==> src/rtl/player_pkg.sv <==
// Shared types and fixed-point widths for the player motion engine.
package player_pkg;

    localparam int unsigned FRAC_BITS = 4;
    localparam int unsigned VW        = 12;
    localparam int unsigned POS_W     = 10 + FRAC_BITS;
    localparam int unsigned SUM_W     = VW + 11;

    localparam logic [7:0] KEY_LEFT  = 8'd4;
    localparam logic [7:0] KEY_RIGHT = 8'd7;
    localparam logic [7:0] KEY_JUMP  = 8'd26;

    typedef enum logic [1:0] {
        P_GROUND = 2'd0,
        P_JUMP   = 2'd1,
        P_FALL   = 2'd2
    } p_state_t;

endpackage

==> src/rtl/sat_accum.sv <==
// Signed add with the result clamped to [MIN, MAX]; one guard bit keeps the raw sum exact.
module sat_accum #(
    parameter int unsigned         W   = 12,
    parameter logic signed [W-1:0] MIN = {1'b1, {(W-1){1'b0}}},
    parameter logic signed [W-1:0] MAX = {1'b0, {(W-1){1'b1}}}
) (
    input  logic signed [W-1:0] a,
    input  logic signed [W-1:0] b,
    output logic signed [W-1:0] sum_c
);

    logic signed [W:0] raw_c;

    always_comb begin
        raw_c = (W+1)'(a) + (W+1)'(b);
        sum_c = raw_c[W-1:0];
        if (raw_c < (W+1)'(MIN)) begin
            sum_c = MIN;
        end else if (raw_c > (W+1)'(MAX)) begin
            sum_c = MAX;
        end
    end

endmodule

==> src/rtl/player_physics.sv <==
// Per-frame player motion: walk, jump, gravity, ceiling and landing on platforms/floor.
// Position is sub-pixel fixed point; each step adds the velocity computed on the same edge.
module player_physics
    import player_pkg::*;
#(
    parameter int unsigned X_START  = 280,
    parameter int unsigned Y_START  = 470,
    parameter int unsigned X_MIN    = 0,
    parameter int unsigned X_MAX    = 639,
    parameter int unsigned Y_MIN    = 0,
    parameter int unsigned Y_MAX    = 479,
    parameter int unsigned SIZE_X   = 8,
    parameter int unsigned SIZE_Y   = 10,
    parameter int unsigned X_STEP   = 16,
    parameter int unsigned GRAVITY  = 4,
    parameter int unsigned JUMP_V   = 96,
    parameter int unsigned MAX_FALL = 128
) (
    input  logic       frame_clk,
    input  logic       Reset_n,
    input  logic [7:0] keycode,
    input  logic       platform_hit,
    input  logic [9:0] platform_y,
    output logic [9:0] PlayerX,
    output logic [9:0] PlayerY,
    output logic [9:0] PlayerW,
    output logic [9:0] PlayerH,
    output logic [1:0] p_state,
    output logic       landed
);

    localparam logic signed [SUM_W-1:0] X_LO_FP   = SUM_W'(X_MIN << FRAC_BITS);
    localparam logic signed [SUM_W-1:0] X_HI_FP   = SUM_W'((X_MAX - SIZE_X + 1) << FRAC_BITS);
    localparam logic signed [SUM_W-1:0] Y_LO_FP   = SUM_W'(Y_MIN << FRAC_BITS);
    localparam logic signed [SUM_W-1:0] Y_MAX_S   = SUM_W'(Y_MAX);
    localparam logic signed [SUM_W-1:0] BOT_OFS_S = SUM_W'(SIZE_Y - 1);
    localparam logic signed [SUM_W-1:0] ONE_S     = SUM_W'(1);
    localparam logic [POS_W-1:0]        Y_FLOOR   = POS_W'((Y_MAX - SIZE_Y + 1) << FRAC_BITS);
    localparam logic [10:0]             Y_MAX_B   = 11'(Y_MAX);
    localparam logic [10:0]             BOT_OFS_B = 11'(SIZE_Y - 1);
    localparam logic signed [VW-1:0]    VX_STEP   = VW'(X_STEP);
    localparam logic signed [VW-1:0]    VY_JUMP   = VW'(JUMP_V);
    localparam logic signed [VW-1:0]    VY_GRAV   = VW'(GRAVITY);
    localparam logic signed [VW-1:0]    VY_MAXF   = VW'(MAX_FALL);
    localparam logic signed [VW-1:0]    VY_MINV   = {1'b1, {(VW-1){1'b0}}};

    p_state_t                 state_q, state_d;
    logic [POS_W-1:0]         x_q, x_d, y_q, y_d;
    logic signed [VW-1:0]     vy_q, vy_d, vy_new_c, vy_grav_c, vx_c;
    logic                     landed_q, landed_d;
    logic signed [SUM_W-1:0]  x_sum_c, y_sum_c, new_bot_c, plat_c;
    logic [10:0]              old_bot_c;
    logic                     supported_c, plat_land_c, floor_land_c;

    sat_accum #(.W(SUM_W), .MIN(X_LO_FP), .MAX(X_HI_FP)) u_x_clamp (
        .a     (SUM_W'($signed({1'b0, x_q}))),
        .b     (SUM_W'(vx_c)),
        .sum_c (x_sum_c)
    );

    sat_accum #(.W(VW), .MIN(VY_MINV), .MAX(VY_MAXF)) u_vy_grav (
        .a     (vy_q),
        .b     (VY_GRAV),
        .sum_c (vy_grav_c)
    );

    // Horizontal velocity is purely a function of the current key.
    always_comb begin
        vx_c = '0;
        if (keycode == KEY_LEFT) begin
            vx_c = -VX_STEP;
        end else if (keycode == KEY_RIGHT) begin
            vx_c = VX_STEP;
        end
    end

    // Standing on the floor, or on a platform whose top is directly below the sprite.
    always_comb begin
        old_bot_c   = 11'(y_q[POS_W-1:FRAC_BITS]) + BOT_OFS_B;
        supported_c = (old_bot_c >= Y_MAX_B) ||
                      (platform_hit && (11'(platform_y) == old_bot_c + 11'd1));
    end

    always_comb begin
        state_d  = state_q;
        landed_d = 1'b0;
        vy_new_c = '0;
        x_d      = POS_W'(x_sum_c);

        case (state_q)
            P_GROUND: begin
                if (keycode == KEY_JUMP) begin
                    vy_new_c = -VY_JUMP;
                    state_d  = P_JUMP;
                end else if (!supported_c) begin
                    state_d = P_FALL;
                end
            end
            P_JUMP: begin
                vy_new_c = vy_grav_c;
                if (!vy_grav_c[VW-1]) begin
                    state_d = P_FALL;
                end
            end
            P_FALL: begin
                vy_new_c = vy_grav_c;
            end
            default: begin
                state_d = P_GROUND;
            end
        endcase

        vy_d         = vy_new_c;
        y_sum_c      = SUM_W'($signed({1'b0, y_q})) + SUM_W'(vy_new_c);
        y_d          = POS_W'(y_sum_c);
        new_bot_c    = (y_sum_c >>> FRAC_BITS) + BOT_OFS_S;
        plat_c       = SUM_W'($signed({1'b0, platform_y}));
        plat_land_c  = platform_hit && (old_bot_c < 11'(platform_y)) && (new_bot_c >= plat_c - ONE_S);
        floor_land_c = (new_bot_c >= Y_MAX_S);

        // Upward motion past the ceiling stops dead and starts the fall.
        if (y_sum_c < Y_LO_FP) begin
            y_d     = POS_W'(Y_LO_FP);
            vy_d    = '0;
            state_d = P_FALL;
        end

        // Platform snap takes priority over the floor.
        if ((state_q == P_FALL) && (plat_land_c || floor_land_c)) begin
            y_d      = plat_land_c ? {platform_y - 10'(SIZE_Y), {FRAC_BITS{1'b0}}} : Y_FLOOR;
            vy_d     = '0;
            state_d  = P_GROUND;
            landed_d = 1'b1;
        end
    end

    always_ff @(posedge frame_clk or negedge Reset_n) begin
        if (!Reset_n) begin
            x_q      <= POS_W'(X_START << FRAC_BITS);
            y_q      <= POS_W'(Y_START << FRAC_BITS);
            vy_q     <= '0;
            state_q  <= P_GROUND;
            landed_q <= 1'b0;
        end else begin
            x_q      <= x_d;
            y_q      <= y_d;
            vy_q     <= vy_d;
            state_q  <= state_d;
            landed_q <= landed_d;
        end
    end

    assign PlayerX = x_q[POS_W-1:FRAC_BITS];
    assign PlayerY = y_q[POS_W-1:FRAC_BITS];
    assign PlayerW = 10'(SIZE_X);
    assign PlayerH = 10'(SIZE_Y);
    assign p_state = state_q;
    assign landed  = landed_q;

endmodule

==> config.mk <==
export PLATFORM = sky130hd
export DESIGN_NAME = player_physics
export DESIGN_NICKNAME = d
export VERILOG_FILES = /design/src/rtl/player_pkg.sv /design/src/rtl/sat_accum.sv /design/src/rtl/player_physics.sv
export SDC_FILE = /design/constraint.sdc
export NUM_CORES = 1
export LEC_CHECK = 0
export CORE_ASPECT_RATIO = 0.9
export CORE_MARGIN = 5
export CORE_UTILIZATION = 55
export CTS_CLUSTER_DIAMETER = 80
export CTS_CLUSTER_SIZE = 8
export DETAILED_ROUTE_END_ITERATION = 8
export PLACE_DENSITY = 0.85
export SKIP_CTS_REPAIR_TIMING = 1
export SYNTH_ARGS = -nofsm -noshare
export SYNTH_HDL_FRONTEND = slang
export SYNTH_SLANG_ARGS = --single-unit
==> constraint.sdc <==
create_clock -name frame_clk -period 8.74 [get_ports frame_clk]
set_input_delay 1.748 -clock frame_clk [delete_from_list [all_inputs] [get_ports frame_clk]]
set_output_delay 1.748 -clock frame_clk [all_outputs]
set_load 0.02 [all_outputs]
# Word-level counts from Yosys, hierarchy flattened
# Index checks and enable logic that the tools add are counted.
op_classes:
  n_addsub: 8
  n_lt_le_gt_ge: 9
  eq_ne: 9
  n_mux: 20
  reduce_logical: 9
ops:
  columns: ["op", "n"]
  rows:
  - ["two-way mux 12 bit", 6]
  - ["two-way mux 14 bit", 5]
  - ["adder 15 x 12 -> 16 bit", 2]
  - ["less-than comparator 16 x 1 -> 1 bit, second input constant", 2]
  - ["case mux 12 bit (2 select lines)", 1]
  - ["equality test 8 x 3 -> 1 bit, second input constant", 2]
  - ["> comparator 16 x 15 -> 1 bit, second input constant", 1]
  - ["adder 12 x 4 -> 13 bit, second input constant", 1]
  - ["adder 12 x 5 -> 13 bit, second input constant", 1]
  - [">= comparator 13 x 10 -> 1 bit, second input constant", 1]
  - [">= comparator 13 x 11 -> 1 bit", 1]
  - ["> comparator 13 x 9 -> 1 bit, second input constant", 1]
  - ["less-than comparator 13 x 12 -> 1 bit, second input constant", 1]
  - ["adder 10 x 4 -> 11 bit, second input constant", 1]
  - ["adder 11 x 1 -> 11 bit, second input constant", 1]
  - ["equality test 10 x 11 -> 1 bit", 1]
  - [">= comparator 11 x 9 -> 1 bit, second input constant", 1]
  - ["less-than comparator 11 x 10 -> 1 bit", 1]
  - ["subtractor 10 x 1 -> 11 bit, second input constant", 1]
  - ["two-way mux 2 bit", 5]
  - ["subtractor 10 x 4 -> 10 bit, second input constant", 1]
  - ["equality test 8 x 5 -> 1 bit, second input constant", 1]
  - ["case mux 2 bit (3 select lines)", 1]
  - ["two-way mux 5 bit", 1]
  - ["11 further kinds", 15]
totals:
  ff_bits: 43
  in_bits: 21
  out_inout_bits: 43
  elab_cells: 60

# Logic depth before layout (Yosys ltp)
# Gate-level depths: netlist of run 1.
depth:
  depth_word: 13
  depth_mapped: 31
  ltp_nobuf: 29

# Cells and area by module
# From an unflattened synthesis of run 1, not the netlist that was laid out.
hier_totals:
  cells_unflattened: 849
  hier_area_um2: 6965.4
modules_own_cells:
  columns: ["mod", "instances", "cells_per_inst", "area_per_inst_um2", "seq_area_each_um2"]
  rows:
  - ["player_physics", 1, 522, 4553.1, 1087.3]
  - ["sat_accum at u_x_clamp", 1, 220, 1580.3, 0.0]
  - ["sat_accum at u_vy_grav", 1, 107, 832.0, 0.0]

# Worst setup path before layout of run 1
# OpenSTA, ideal clock, no wires.
synth_timing:
  path_kind: "input port to flip-flop"
  startpoint: "in keycode[5]"
  endpoint: "reg y_q[5]"
  arrival_time_ns: 6.797
  t_required_ns: 8.656
  slack_ns: 1.859
  stages: 24
  path_cell_list: "nor3_1 nand4_1 inv_1 nand2_1 a21oi_1 ha_1 nand3_1 o22ai_1 nor3_1 a21oi_1 o41ai_4 o21bai_1 ha_1 clkbuf_1 clkbuf_1 xnor2_1 ha_1 nor4b_1 o31ai_1 o211a_1 nand2_1 clkbuf_1 nor2_1 a311o_1"
synth_via:
  elab_chain_cells: 10
  word_cells_on_any_way: 14
synth_rtl:
  columns: ["item", "line_no", "rtl"]
  rows:
  - ["start: declaration", "player_physics.sv:21", "input logic [7:0] keycode,"]
  - ["equality test 8 x 5 -> 1 bit *", "player_physics.sv:92", "if (keycode == KEY_JUMP) begin"]
  - ["two-way mux 12 bit *", "player_physics.sv:92", null]
  - ["case mux 12 bit (2 select lines) *", "player_physics.sv:90", "case (state_q)"]
  - ["adder 15 x 12 -> 16 bit *", "player_physics.sv:114", "y_sum_c = SUM_W'($signed({1'b0, y_q})) + SUM_W'(vy_new_c);"]
  - ["adder 12 x 5 -> 13 bit", "player_physics.sv:116", "new_bot_c = (y_sum_c >>> FRAC_BITS) + BOT_OFS_S;"]
  - [">= comparator 13 x 11 -> 1 bit", "player_physics.sv:118", "plat_land_c = platform_hit && (old_bot_c < 11'(platform_y)) && (new_bot_c >= plat_c - ONE_S);"]
  - ["logical AND 1 bit", "player_physics.sv:118", null]
  - ["logical OR 1 bit", "player_physics.sv:129", "if ((state_q == P_FALL) && (plat_land_c || floor_land_c)) begin"]
  - ["logical AND 1 bit", "player_physics.sv:129", null]
  - ["two-way mux 14 bit *", "player_physics.sv:129", null]
  - ["net y_d[5]", "player_physics.sv:48", "logic [POS_W-1:0] x_q, x_d, y_q, y_d;"]
  - ["end signal: assignment", "player_physics.sv:140", "y_q <= POS_W'(Y_START << FRAC_BITS);"]
  - ["end signal: assignment", "player_physics.sv:146", "y_q <= y_d;"]
  - ["end: declaration", "player_physics.sv:48", null]
# The timed path passes the listed nets; every way through them passes the cells marked *.
# A chain may end at the register's enable or synchronous reset.

# Final worst setup path of run 1
layout_timing:
  startpoint: "in keycode[0]"
  endpoint: "reg y_q[12]"
# The elaborated chain is that of the path after synthesis.

==> tab_implementation.tex, run 1 <==
\begin{tabular}{lr}
\hline
Metric & Value \\
\hline
\multicolumn{2}{l}{\textbf{Yosys}} \\
Primary FF master, synth & sky130\_fd\_sc\_hd\_\_dfrtp\_1 \\
Synthesized area per cell & between 8 and 9 sq um \\
Top-area cell type share of the netlist area & $\sim$14\% \\
Yosys synthesis warning count & 0 \\
Gate Count Post-Synth & around 670 \\
Flop and latch count out of synthesis & 39 \\
Share of synthesized area occupied by flip-flops and latches & approximately 18\% \\
Post-synth design cell area & 5500 sq um \\
Count of distinct cell types in the synthesized netlist & $\sim$80 \\
Area leader, netlist & sky130\_fd\_sc\_hd\_\_ha\_1 \\
Top post-synthesis cells by area & sky130\_fd\_sc\_hd\_\_ha\_1 14\%, sky130\_fd\_sc\_hd\_\_dfrtp\_1 14\%, sky130\_fd\_sc\_hd\_\_xnor2\_1 7.3\% \\
Asr flop ratio synth & between 90\% and 100\% \\
EDFF count, synth & 0 \\
\multicolumn{2}{l}{\textbf{Status}} \\
Outcome & completed \\
\multicolumn{2}{l}{\textbf{Drt}} \\
Overall routed net length & 14.7 mm \\
Number of detailed-route iterations in the first pass & 5 \\
Antenna viol nets, final & 0 \\
DR vias & slightly above 5000 \\
Routed via count divided by cell count & 6.32 \\
Starting DRC count in detailed routing & approximately 440 \\
\# DRC & 0 \\
Avg WL per Cell & between 15 and 20 um \\
\multicolumn{2}{l}{\textbf{Worst setup path}} \\
Startpoint type of the worst setup path & primary input \\
Crit path DAT & roughly 8.4 ns \\
Worst setup EP type & register \\
Data required time of the worst path & between 8 and 9 ns \\
Critical path type & primary input to register \\
Critical path fanouts, max & 19 \\
\multicolumn{2}{l}{\textbf{Layout}} \\
Area added between synthesis and finish & 8.64\% \\
Number of antenna diodes & 0 \\
Share of layout cells above drive strength 1 & approximately 8.9\% \\
Final nets & approximately 800 \\
Commonest non-fill, non-tap cell in the layout & sky130\_fd\_sc\_hd\_\_ha\_1 \\
Utilization after layout & 61.4\% \\
Area of the multi-input gates & about 4100 sq um \\
Most frequent cells in the layout & 61 x sky130\_fd\_sc\_hd\_\_ha\_1, 58 x sky130\_fd\_sc\_hd\_\_nor2\_1, 52 x sky130\_fd\_sc\_hd\_\_nand2\_1 \\
Filler cell count & roughly 840 \\
Fin cells & approximately 820 \\
Sequential cell area in the final layout & just under 1000 sq um \\
\multicolumn{2}{l}{\textbf{Place}} \\
Routability congestion estimate & 0.972 \\
Placed Instances & between 800 and 900 \\
Number of buffers inserted by port buffering & 43 \\
Detailed placement HPWL & $\sim$12 mm \\
\multicolumn{2}{l}{\textbf{Power and ir drop}} \\
PD cells & 275 nW/um\^{}2 \\
Power Internal & 0.793 mW \\
Part of the total power dissipated in the clock network & approximately 8.0\% \\
Share of power burned in registers & between 10\% and 20\% \\
Switching power total & between 0.8 and 0.9 mW \\
Share of power burned in combinational logic & between 70 and 80\% \\
Sw Share & 51.8\% \\
Highest ir drop seen on vdd & approximately 0.19 mV \\
Static leakage power & roughly 2.6 nW \\
\multicolumn{2}{l}{\textbf{Die}} \\
Std cell rows & 34 \\
Die outline area & about 12000 sq um \\
Number of placed I/O pins & 64 \\
Area of the core & between 9000 and 10000 sq um \\
Die height & approximately 100 um \\
Starting density of the core & 56.5\% \\
Die X & 115 um \\
\multicolumn{2}{l}{\textbf{STA}} \\
Setup violators final & 0 \\
Fin crit share & 93.9\% \\
Fin. max-slew vios & 0 \\
Worst Clk Skew & 0.0162 ns \\
Maximum clock rate & roughly 120 MHz \\
Clock period minus final worst setup slack & 8.21 ns \\
Setup repair after global routing missed its margin & false \\
Sum of negative setup slack & 0 ns \\
Relative slew slack & 39.5\% \\
Worst slew pin tran & 0.907 ns \\
Final hold vios & 0 \\
\multicolumn{2}{l}{\textbf{Global routing}} \\
Antenna violations before repair & 0 \\
Overflow after GRT & 0 \\
Via count of the first global-routing pass & about 5000 \\
Maximum number of pins on one net before global-route repair & 40 \\
Global-route wire length before repair & 24.8 mm \\
GRT Util Overall & roughly 25\% \\
\multicolumn{2}{l}{\textbf{Min path}} \\
Min-delay worst type & register to register \\
\multicolumn{2}{l}{\textbf{Run}} \\
\# Max-Cap Violations & 0 \\
\multicolumn{2}{l}{\textbf{Clock tree}} \\
Depth of the CTS H-tree & 2 \\
Inserted Clock Buffers & 5 \\
Reg clk slew, reported paths & about 0.080 ns \\
Max clock buf depth & 2 \\
\# clock sinks & 39 \\
CTS root buffer & sky130\_fd\_sc\_hd\_\_clkbuf\_8 \\
TritonCTS clock tree & yes \\
Clock latency on the worst-skew pair & approximately 0.32 ns \\
\hline
\end{tabular}
-- power by group through the flow --
stage	logic [mW]	clock network (mW)	registers (mW)
6_report	1.20	0.131	0.315
5_1_grt	1.32	0.141	0.323
4_1_cts	1.18	0.134	0.313
3_5_place_dp	1.17	0	0.315
3_3_place_gp	1.15	0	0.314
2_1_floorplan	0.898	0	0.310
-- path summary, 6_finish.rpt --
check / start / end / slack [ns] / cells past startpoint
worst max-delay path: keycode[0] / y_q[12] / 0.53 / 23
worst min-delay path: vy_q[1] / vy_q[1] / 0.62 / 2
worst max register to register: vy_q[2] / y_q[12] / 0.82 / 25
worst min register to register: vy_q[1] / vy_q[1] / 0.62 / 2
max in group asynchronous: Reset_n / y_q[7] / 6.60 / 1
min in group asynchronous: Reset_n / vy_q[11] / 1.56 / 1
-- per-layer routing --
metal  global-route usage, %  routed length, um
met1                    35.2               6500
met2                    40.2               7000
met3                    2.72               1070
met4                    4.78                151
met5                       0                  0
-- metrics by stage --
stage | cell area [sq um] | hold slack (ns) | worst slack [ns] | power, mW
6_report | 5980 | 0.624 | 0.532 | 1.64
5_1_grt | 5980 | 0.651 | 0.134 | 1.78
4_1_cts | 5980 | 0.631 | 0.779 | 1.63
3_5_place_dp | 5890 | 0.617 | 0.517 | 1.49
3_3_place_gp | 5890 | 0.598 | 0.624 | 1.47
2_1_floorplan | 5570 | 0.566 | 1.86 | 1.21
-- critical path, cell delays in order --
cell and delay [ns]:
sky130_fd_sc_hd__clkdlybuf4s50_1 0.54, sky130_fd_sc_hd__nor3b_1 0.08, sky130_fd_sc_hd__nand4_1 0.11, sky130_fd_sc_hd__inv_1 0.06, sky130_fd_sc_hd__nand2_1 0.17, sky130_fd_sc_hd__nor2_1 0.09
sky130_fd_sc_hd__a31o_2 0.23, sky130_fd_sc_hd__ha_1 0.42, sky130_fd_sc_hd__and3_1 0.29, sky130_fd_sc_hd__nand2_1 0.12, sky130_fd_sc_hd__a2111oi_0 0.40, sky130_fd_sc_hd__nand4_1 0.14
sky130_fd_sc_hd__o211ai_1 0.30, sky130_fd_sc_hd__xor2_1 0.52, sky130_fd_sc_hd__nand4_2 0.26, sky130_fd_sc_hd__nor4_1 0.55, sky130_fd_sc_hd__nor2_1 0.09, sky130_fd_sc_hd__ha_1 0.33
sky130_fd_sc_hd__nor4b_1 0.16, sky130_fd_sc_hd__a2111oi_0 0.58, sky130_fd_sc_hd__o211a_1 0.34, sky130_fd_sc_hd__nand2_1 0.42, sky130_fd_sc_hd__a311o_1 0.50
-- sequential cells by signal (all words and copies together) (netlist names) --
signal / count
landed: 1
p_state: 2
vy_q: 12
x_q: 10
y_q: 14
-- final cells by class --
cell class / instances / share of cell area, %
clock buffers: 6 / 1.21
clock inverters: 2 / 0.230
inverters: 39 / 2.45
multi-input cells: 562 / 69.2
flip-flops and latches: 39 / 16.5
well taps: 126 / 2.64
repair buffers: 48 / 7.75
-- cells in the mapped netlist (all sizes together) (8+ instances only) --
library cell  number
ha                61
nor2              58
nand2             52
xnor2             46
inv               38
buf               34
a21oi             32
dfrtp             30
o21ai             23
nand3             21
nor3              20
xor2              20
o21a              16
nand4             14
and2              12
clkbuf            11
o21bai            11
a211oi            10
nor2b             10
dfstp              9
a21o               8
nand3b             8
nor3b              8
nor4               8
-- cells by family after synthesis --
kind of cell / after synthesis / share of synthesized area [%]
other: 2 / 0.137
multiplexers: 4 / 0.751
XOR/XNOR: 66 / 10.5
adder cells (fa/ha/maj): 63 / 14.6
buffers and inverters: 84 / 8.19
AND/OR/NAND/NOR: 244 / 24.4
flip-flops: 39 / 17.9
AO/OA/AOI/OAI: 165 / 23.5
No activity file was read; power rests on OpenSTA's default activity.
==> inputs of run 2 (changes only) <==
- CORE_UTILIZATION: 55 -> 53
- clock period: 8.74 -> 7.3 ns (I/O delays scaled with it)
==> tab_implementation.tex, run 2 (synthesis results as in run 1) <==
\begin{tabular}{lr}
\hline
Metric & Value \\
\hline
\multicolumn{2}{l}{\textbf{Status}} \\
Outcome & completed \\
\multicolumn{2}{l}{\textbf{Min path}} \\
Hold-critical path endpoint & y\_q[0] \\
Worst min-delay path startpoint & y\_q[0] \\
Min-delay worst type & register to register \\
Worst hold path stage count & 2 \\
\multicolumn{2}{l}{\textbf{STA}} \\
Sum of negative setup slack & 0 ns \\
Maximum clock rate & between 100 and 150 MHz \\
Worst slew pin tran & 0.913 ns \\
Worst Clk Skew & between 0.004 and 0.005 ns \\
Setup violators final & 0 \\
Fin. max-slew vios & 0 \\
Post-route setup slack & between 0.3 and 0.4 ns \\
Final hold vios & 0 \\
Clock period minus final worst setup slack & between 6 and 7 ns \\
Fin crit share & between 90\% and 100\% \\
Setup repair after global routing missed its margin & false \\
Relative slew slack & 39.1\% \\
\multicolumn{2}{l}{\textbf{Clock tree}} \\
Reg clk slew, reported paths & 0.06 ns \\
Clock latency on the worst-skew pair & approximately 0.28 ns \\
TritonCTS clock tree & yes \\
Max clock buf depth & 2 \\
Inserted Clock Buffers & 5 \\
CTS root buffer & sky130\_fd\_sc\_hd\_\_clkbuf\_16 \\
\# clock sinks & 39 \\
Depth of the CTS H-tree & 2 \\
\multicolumn{2}{l}{\textbf{Worst setup path}} \\
Startpoint type of the worst setup path & primary input \\
Family with the most delay on the worst path & compound AO/OA/AOI/OAI gates \\
Data required time of the worst path & 7.51 ns \\
Cell type with the highest occurrence count on the critical path & sky130\_fd\_sc\_hd\_\_o21a\_1 \\
Reg-to-reg setup timing slack & $\sim$0.42 ns \\
Critical path fanouts, max & 14 \\
Worst reg-to-reg path cell count & 29 \\
Crit path DAT & just over 7 ns \\
RR Startpoint & vy\_q[2] \\
WP buf/inv & 3 \\
Critical path type & primary input to register \\
Standard cell with the maximum stage delay on the critical path & sky130\_fd\_sc\_hd\_\_clkdlybuf4s50\_1 \\
Worst setup EP type & register \\
Delay of the slowest cell on the worst path & around 0.48 ns \\
Reg-to-Reg End & y\_q[11] \\
\multicolumn{2}{l}{\textbf{Global routing}} \\
Antenna violations before repair & 0 \\
GRT Util Overall & a little under a quarter \\
Global-route wire length before repair & around 24 mm \\
Via count of the first global-routing pass & 5042 \\
Maximum number of pins on one net before global-route repair & 40 \\
Overflow after GRT & 0 \\
\multicolumn{2}{l}{\textbf{Drt}} \\
Avg WL per Cell & 17.6 um \\
\# DRC & 0 \\
DR vias & 5128 \\
Antenna viol nets, final & 0 \\
Routed via count divided by cell count & 6.12 \\
Number of detailed-route iterations in the first pass & 5 \\
Starting DRC count in detailed routing & approximately 350 \\
Overall routed net length & 14.8 mm \\
\multicolumn{2}{l}{\textbf{Die}} \\
Std cell rows & 35 \\
Die X & between 100 and 150 um \\
Starting density of the core & 53.9\% \\
Die outline area & between 10000 and 15000 sq um \\
Number of placed I/O pins & 64 \\
Die height & 107 um \\
Area of the core & $\sim$10000 sq um \\
\multicolumn{2}{l}{\textbf{Layout}} \\
Number of antenna diodes & 0 \\
Biggest regs & y\_q: 14 flops, vy\_q: 12 flops, x\_q: 10 flops \\
Commonest non-fill, non-tap cell in the layout & sky130\_fd\_sc\_hd\_\_ha\_1 \\
Sequential cell area in the final layout & just under 1000 sq um \\
Filler cell count & 880 \\
Top reg by flops & y\_q \\
Share of layout cells above drive strength 1 & 11.0\% \\
Area of the multi-input gates & 4150 sq um \\
Max FFs per register & 14 \\
Most frequent cells in the layout & 61 x sky130\_fd\_sc\_hd\_\_ha\_1, 58 x sky130\_fd\_sc\_hd\_\_nor2\_1, 51 x sky130\_fd\_sc\_hd\_\_nand2\_1 \\
Utilization after layout & a little over 60\% \\
Final nets & 792 \\
Area added between synthesis and finish & 12.0\% \\
\multicolumn{2}{l}{\textbf{Power and ir drop}} \\
Static leakage power & approximately 2.7 nW \\
Highest ir drop seen on vdd & roughly 0.21 mV \\
Post-layout power & between 2 and 2.5 mW \\
PD cells & between 300 and 400 nW/um\^{}2 \\
\multicolumn{2}{l}{\textbf{Run}} \\
\# Max-Cap Violations & 0 \\
\multicolumn{2}{l}{\textbf{Place}} \\
Setup slack at placement & around 0.054 ns \\
Routability congestion estimate & 1.03 \\
Detailed placement HPWL & between 10 and 15 mm \\
Number of buffers inserted by port buffering & 43 \\
\hline
\end{tabular}
[run 2: worst reg2reg max path: cells and delay by family (launching register included)]
family	cells	cell delay [ns]
AOI/OAI and AO/OA	10	2.22
xor gates and xnor gates	1	0.18
adders and majority gates	4	1.25
buffers and inverters	2	0.27
DFF	1	0.43
and+or+nand+nor	12	2.44
[run 2: final cells by class]
type | instances | area share (%)
multi-input combinational | 562 | 67.4
sequential | 39 | 16.0
timing repair buffer | 61 | 9.30
tap | 129 | 2.62
inverter | 39 | 2.38
clock buffer | 6 | 2.09
clock inverter | 2 | 0.223
[run 2: layer usage]
metal | up-vias | global-route usage (%) | share of wire, % | wire, um
met4 | 0 | 6.30 | 1.9 | 287
met5 | - | 0 | 0 | 0
li1 | 2461 | - | - | -
met3 | 32 | 3.38 | 6.8 | 1000
met2 | 197 | 39.2 | 48 | 7080
met1 | 2438 | 30.6 | 43 | 6410
[run 2: power breakdown]
| part | total, mW | internal (mW) | leakage [nW] | switching (mW) |
|---|---|---|---|---|
| logic | 1.50 | 0.644 | 2.10 | 0.853 |
| registers | 0.382 | 0.289 | 0.488 | 0.0929 |
| clock network | 0.214 | 0.127 | 0.0708 | 0.0873 |
[run 2: worst max-delay path by stage]
stage               startpoint       to  cells past startpoint
CTS                    vy_q[2]  y_q[11]                     29
global placement    keycode[0]  y_q[11]                     25
floorplan           keycode[5]   y_q[5]                     24
finish              keycode[0]  y_q[11]                     27
global route        keycode[0]  y_q[13]                     25
detailed placement  keycode[0]  y_q[11]                     27
[run 2: through the flow]
stage / cells / hold slack, ns / instance area, sq um
6_report: 838 / 0.613 / 6160
3_5_place_dp: 830 / 0.606 / 6000
5_1_grt: 838 / 0.671 / 6160
3_3_place_gp: 830 / 0.597 / 6000
2_1_floorplan: 685 / 0.566 / 5570
4_1_cts: 838 / 0.619 / 6150
==> inputs of run 3 (changes only) <==
- CORE_UTILIZATION: 53 -> 54
- CTS_BUF_LIST: default -> sky130_fd_sc_hd__clkbuf_8
- CTS_CLUSTER_DIAMETER: 80 -> default
- PLACE_DENSITY: 0.85 -> 0.86
==> tab_implementation.tex, run 3 (synthesis results as in run 1) <==
\begin{tabular}{lr}
\hline
Metric & Value \\
\hline
\multicolumn{2}{l}{\textbf{Layout}} \\
Area of the multi-input gates & around 4200 sq um \\
Most frequent cells in the layout & 61 x sky130\_fd\_sc\_hd\_\_ha\_1, 58 x sky130\_fd\_sc\_hd\_\_nor2\_1, 51 x sky130\_fd\_sc\_hd\_\_nand2\_1 \\
Biggest regs & y\_q: 14 flops, vy\_q: 12 flops, x\_q: 10 flops \\
Utilization after layout & between 60 and 70\% \\
Share of layout cells above drive strength 1 & between 10\% and 20\% \\
Final nets & between 700 and 800 \\
Commonest non-fill, non-tap cell in the layout & sky130\_fd\_sc\_hd\_\_ha\_1 \\
Number of antenna diodes & 0 \\
Area added between synthesis and finish & 11.1\% \\
Sequential cell area in the final layout & 987 sq um \\
Top reg by flops & y\_q \\
Filler cell count & 862 \\
Max FFs per register & 14 \\
\multicolumn{2}{l}{\textbf{STA}} \\
Sum of negative setup slack & 0 ns \\
Fin. max-slew vios & 0 \\
Final hold vios & 0 \\
Worst Clk Skew & 0.0116 ns \\
Clock period minus final worst setup slack & 6.92 ns \\
Setup violators final & 0 \\
Maximum clock rate & 144 MHz \\
Worst slew pin tran & between 0.9 and 1 ns \\
Setup repair after global routing missed its margin & false \\
Post-Route Hold Slack & 0.647 ns \\
Fin crit share & between 90\% and 100\% \\
Relative slew slack & 39.4\% \\
\multicolumn{2}{l}{\textbf{Global routing}} \\
Via count of the first global-routing pass & approximately 5000 \\
Maximum number of pins on one net before global-route repair & 40 \\
GRT Util Overall & approximately 24\% \\
Overflow after GRT & 0 \\
Global-route wire length before repair & approximately 24 mm \\
Antenna violations before repair & 0 \\
\multicolumn{2}{l}{\textbf{Place}} \\
Number of buffers inserted by port buffering & 43 \\
Routability congestion estimate & between 0.9 and 1 \\
Detailed placement HPWL & 12.1 mm \\
\multicolumn{2}{l}{\textbf{Clock tree}} \\
Max clock buf depth & 2 \\
CTS root buffer & sky130\_fd\_sc\_hd\_\_clkbuf\_8 \\
Reg clk slew, reported paths & roughly 0.090 ns \\
TritonCTS clock tree & yes \\
Inserted Clock Buffers & 5 \\
Clock latency on the worst-skew pair & approximately 0.30 ns \\
\# clock sinks & 39 \\
Depth of the CTS H-tree & 2 \\
\multicolumn{2}{l}{\textbf{Worst setup path}} \\
Cell type with the highest occurrence count on the critical path & sky130\_fd\_sc\_hd\_\_nor2\_1 \\
Critical path fanouts, max & 12 \\
Critical path type & primary input to register \\
Crit path DAT & around 7.2 ns \\
Data required time of the worst path & 7.53 ns \\
Family with the most delay on the worst path & simple AND/OR/NAND/NOR gates \\
Reg-to-reg setup timing slack & roughly 0.48 ns \\
CP cell instances & clkdlybuf4s50\_1 > nor3b\_1 > nand4\_1 > inv\_1 > nand2\_1 > o22ai\_1 > ha\_1 > o21ai\_1 > a211oi\_1 > nand4\_1 > o21ai\_2 > o221ai\_1 > or2\_2 > or4\_1 > nor2\_1 > nor2\_1 > ha\_1 > nor4b\_2 > o31ai\_1 > o211a\_1 > nand2\_2 > buf\_4 > nor2\_1 > a311o\_1 \\
Delay of the slowest cell on the worst path & roughly 0.54 ns \\
Worst reg-to-reg path cell count & 24 \\
Total stage count of the critical path & 24 \\
Standard cell with the maximum stage delay on the critical path & sky130\_fd\_sc\_hd\_\_or4\_1 \\
Startpoint type of the worst setup path & primary input \\
WP buf/inv & 3 \\
Worst setup EP type & register \\
\multicolumn{2}{l}{\textbf{Die}} \\
Number of placed I/O pins & 64 \\
Starting density of the core & between 50\% and 60\% \\
Die outline area & about 12000 sq um \\
Area of the core & $\sim$10000 sq um \\
Die X & 116 um \\
Die height & roughly 110 um \\
Std cell rows & 35 \\
\multicolumn{2}{l}{\textbf{Drt}} \\
Number of detailed-route iterations in the first pass & 5 \\
Overall routed net length & $\sim$15 mm \\
Starting DRC count in detailed routing & between 400 and 500 \\
DR vias & a little over 5000 \\
Antenna viol nets, final & 0 \\
\# DRC & 0 \\
Avg WL per Cell & $\sim$18 um \\
Routed via count divided by cell count & 6.18 \\
\multicolumn{2}{l}{\textbf{Power and ir drop}} \\
Static leakage power & $\sim$2.6 nW \\
PD cells & between 300 and 400 nW/um\^{}2 \\
Highest ir drop seen on vdd & between 0.2 and 0.25 mV \\
Post-layout power & approximately 2.0 mW \\
\multicolumn{2}{l}{\textbf{Run}} \\
\# Max-Cap Violations & 0 \\
\multicolumn{2}{l}{\textbf{Min path}} \\
Min-delay worst type & register to register \\
Worst hold path stage count & 2 \\
\multicolumn{2}{l}{\textbf{Status}} \\
Outcome & completed \\
\hline
\end{tabular}
[run 3: cell types whose count changed in the layout (fill, tap and decap cells not counted), moves of 2 or more]
cell,previous run,this run
sky130_fd_sc_hd__clkbuf_16,5,0
sky130_fd_sc_hd__nor3_2,8,6
sky130_fd_sc_hd__clkbuf_8,0,6
sky130_fd_sc_hd__nor3_1,12,14
[run 3: through the flow]
| stage | setup slack [ns] | area, sq um | instances |
|---|---|---|---|
| 2_1_floorplan | 0.707 | 5570 | 685 |
| 3_3_place_gp | 0.125 | 5990 | 829 |
| 3_5_place_dp | -0.0992 | 5990 | 829 |
| 4_1_cts | 0.183 | 6090 | 837 |
| 5_1_grt | 0.0367 | 6110 | 837 |
| 6_report | 0.376 | 6110 | 837 |
[run 3: cell type report]
class                      count  area share [%]
clock buffer                   6            1.35
clock inverter                 2           0.205
inverter                      39            2.40
timing repair buffer          60            9.26
sequential                    39            16.2
tap                          129            2.64
multi-input combinational    562            68.0
[run 3: routing by layer]
metal  track usage, %  part of all wire, %
met2             39.2                   47
met5                0                    0
met4             5.47                  1.7
met3             2.87                  6.4
met1             34.5                   45
[run 3: worst paths after layout]
check / from / end
max: keycode[0] / y_q[11]
min: y_q[0] / y_q[0]
max reg2reg: vy_q[2] / y_q[11]
min reg2reg: y_q[0] / y_q[0]
max in group asynchronous: Reset_n / y_q[4]
min in group asynchronous: Reset_n / y_q[0]
[run 3: report_power, final]
part	switching [mW]	internal, mW	leakage (nW)
Sequential	0.0873	0.289	0.488
Clock	0.0865	0.0769	0.0530
Combinational	0.863	0.638	2.09
Total	1.04	1.00	2.63
[run 3: worst min-delay path, cell delays in order (launching register included)]
cell	delay (ns)
sky130_fd_sc_hd__dfrtp_1	0.34
sky130_fd_sc_hd__ha_1	0.13
sky130_fd_sc_hd__nor3b_2	0.14
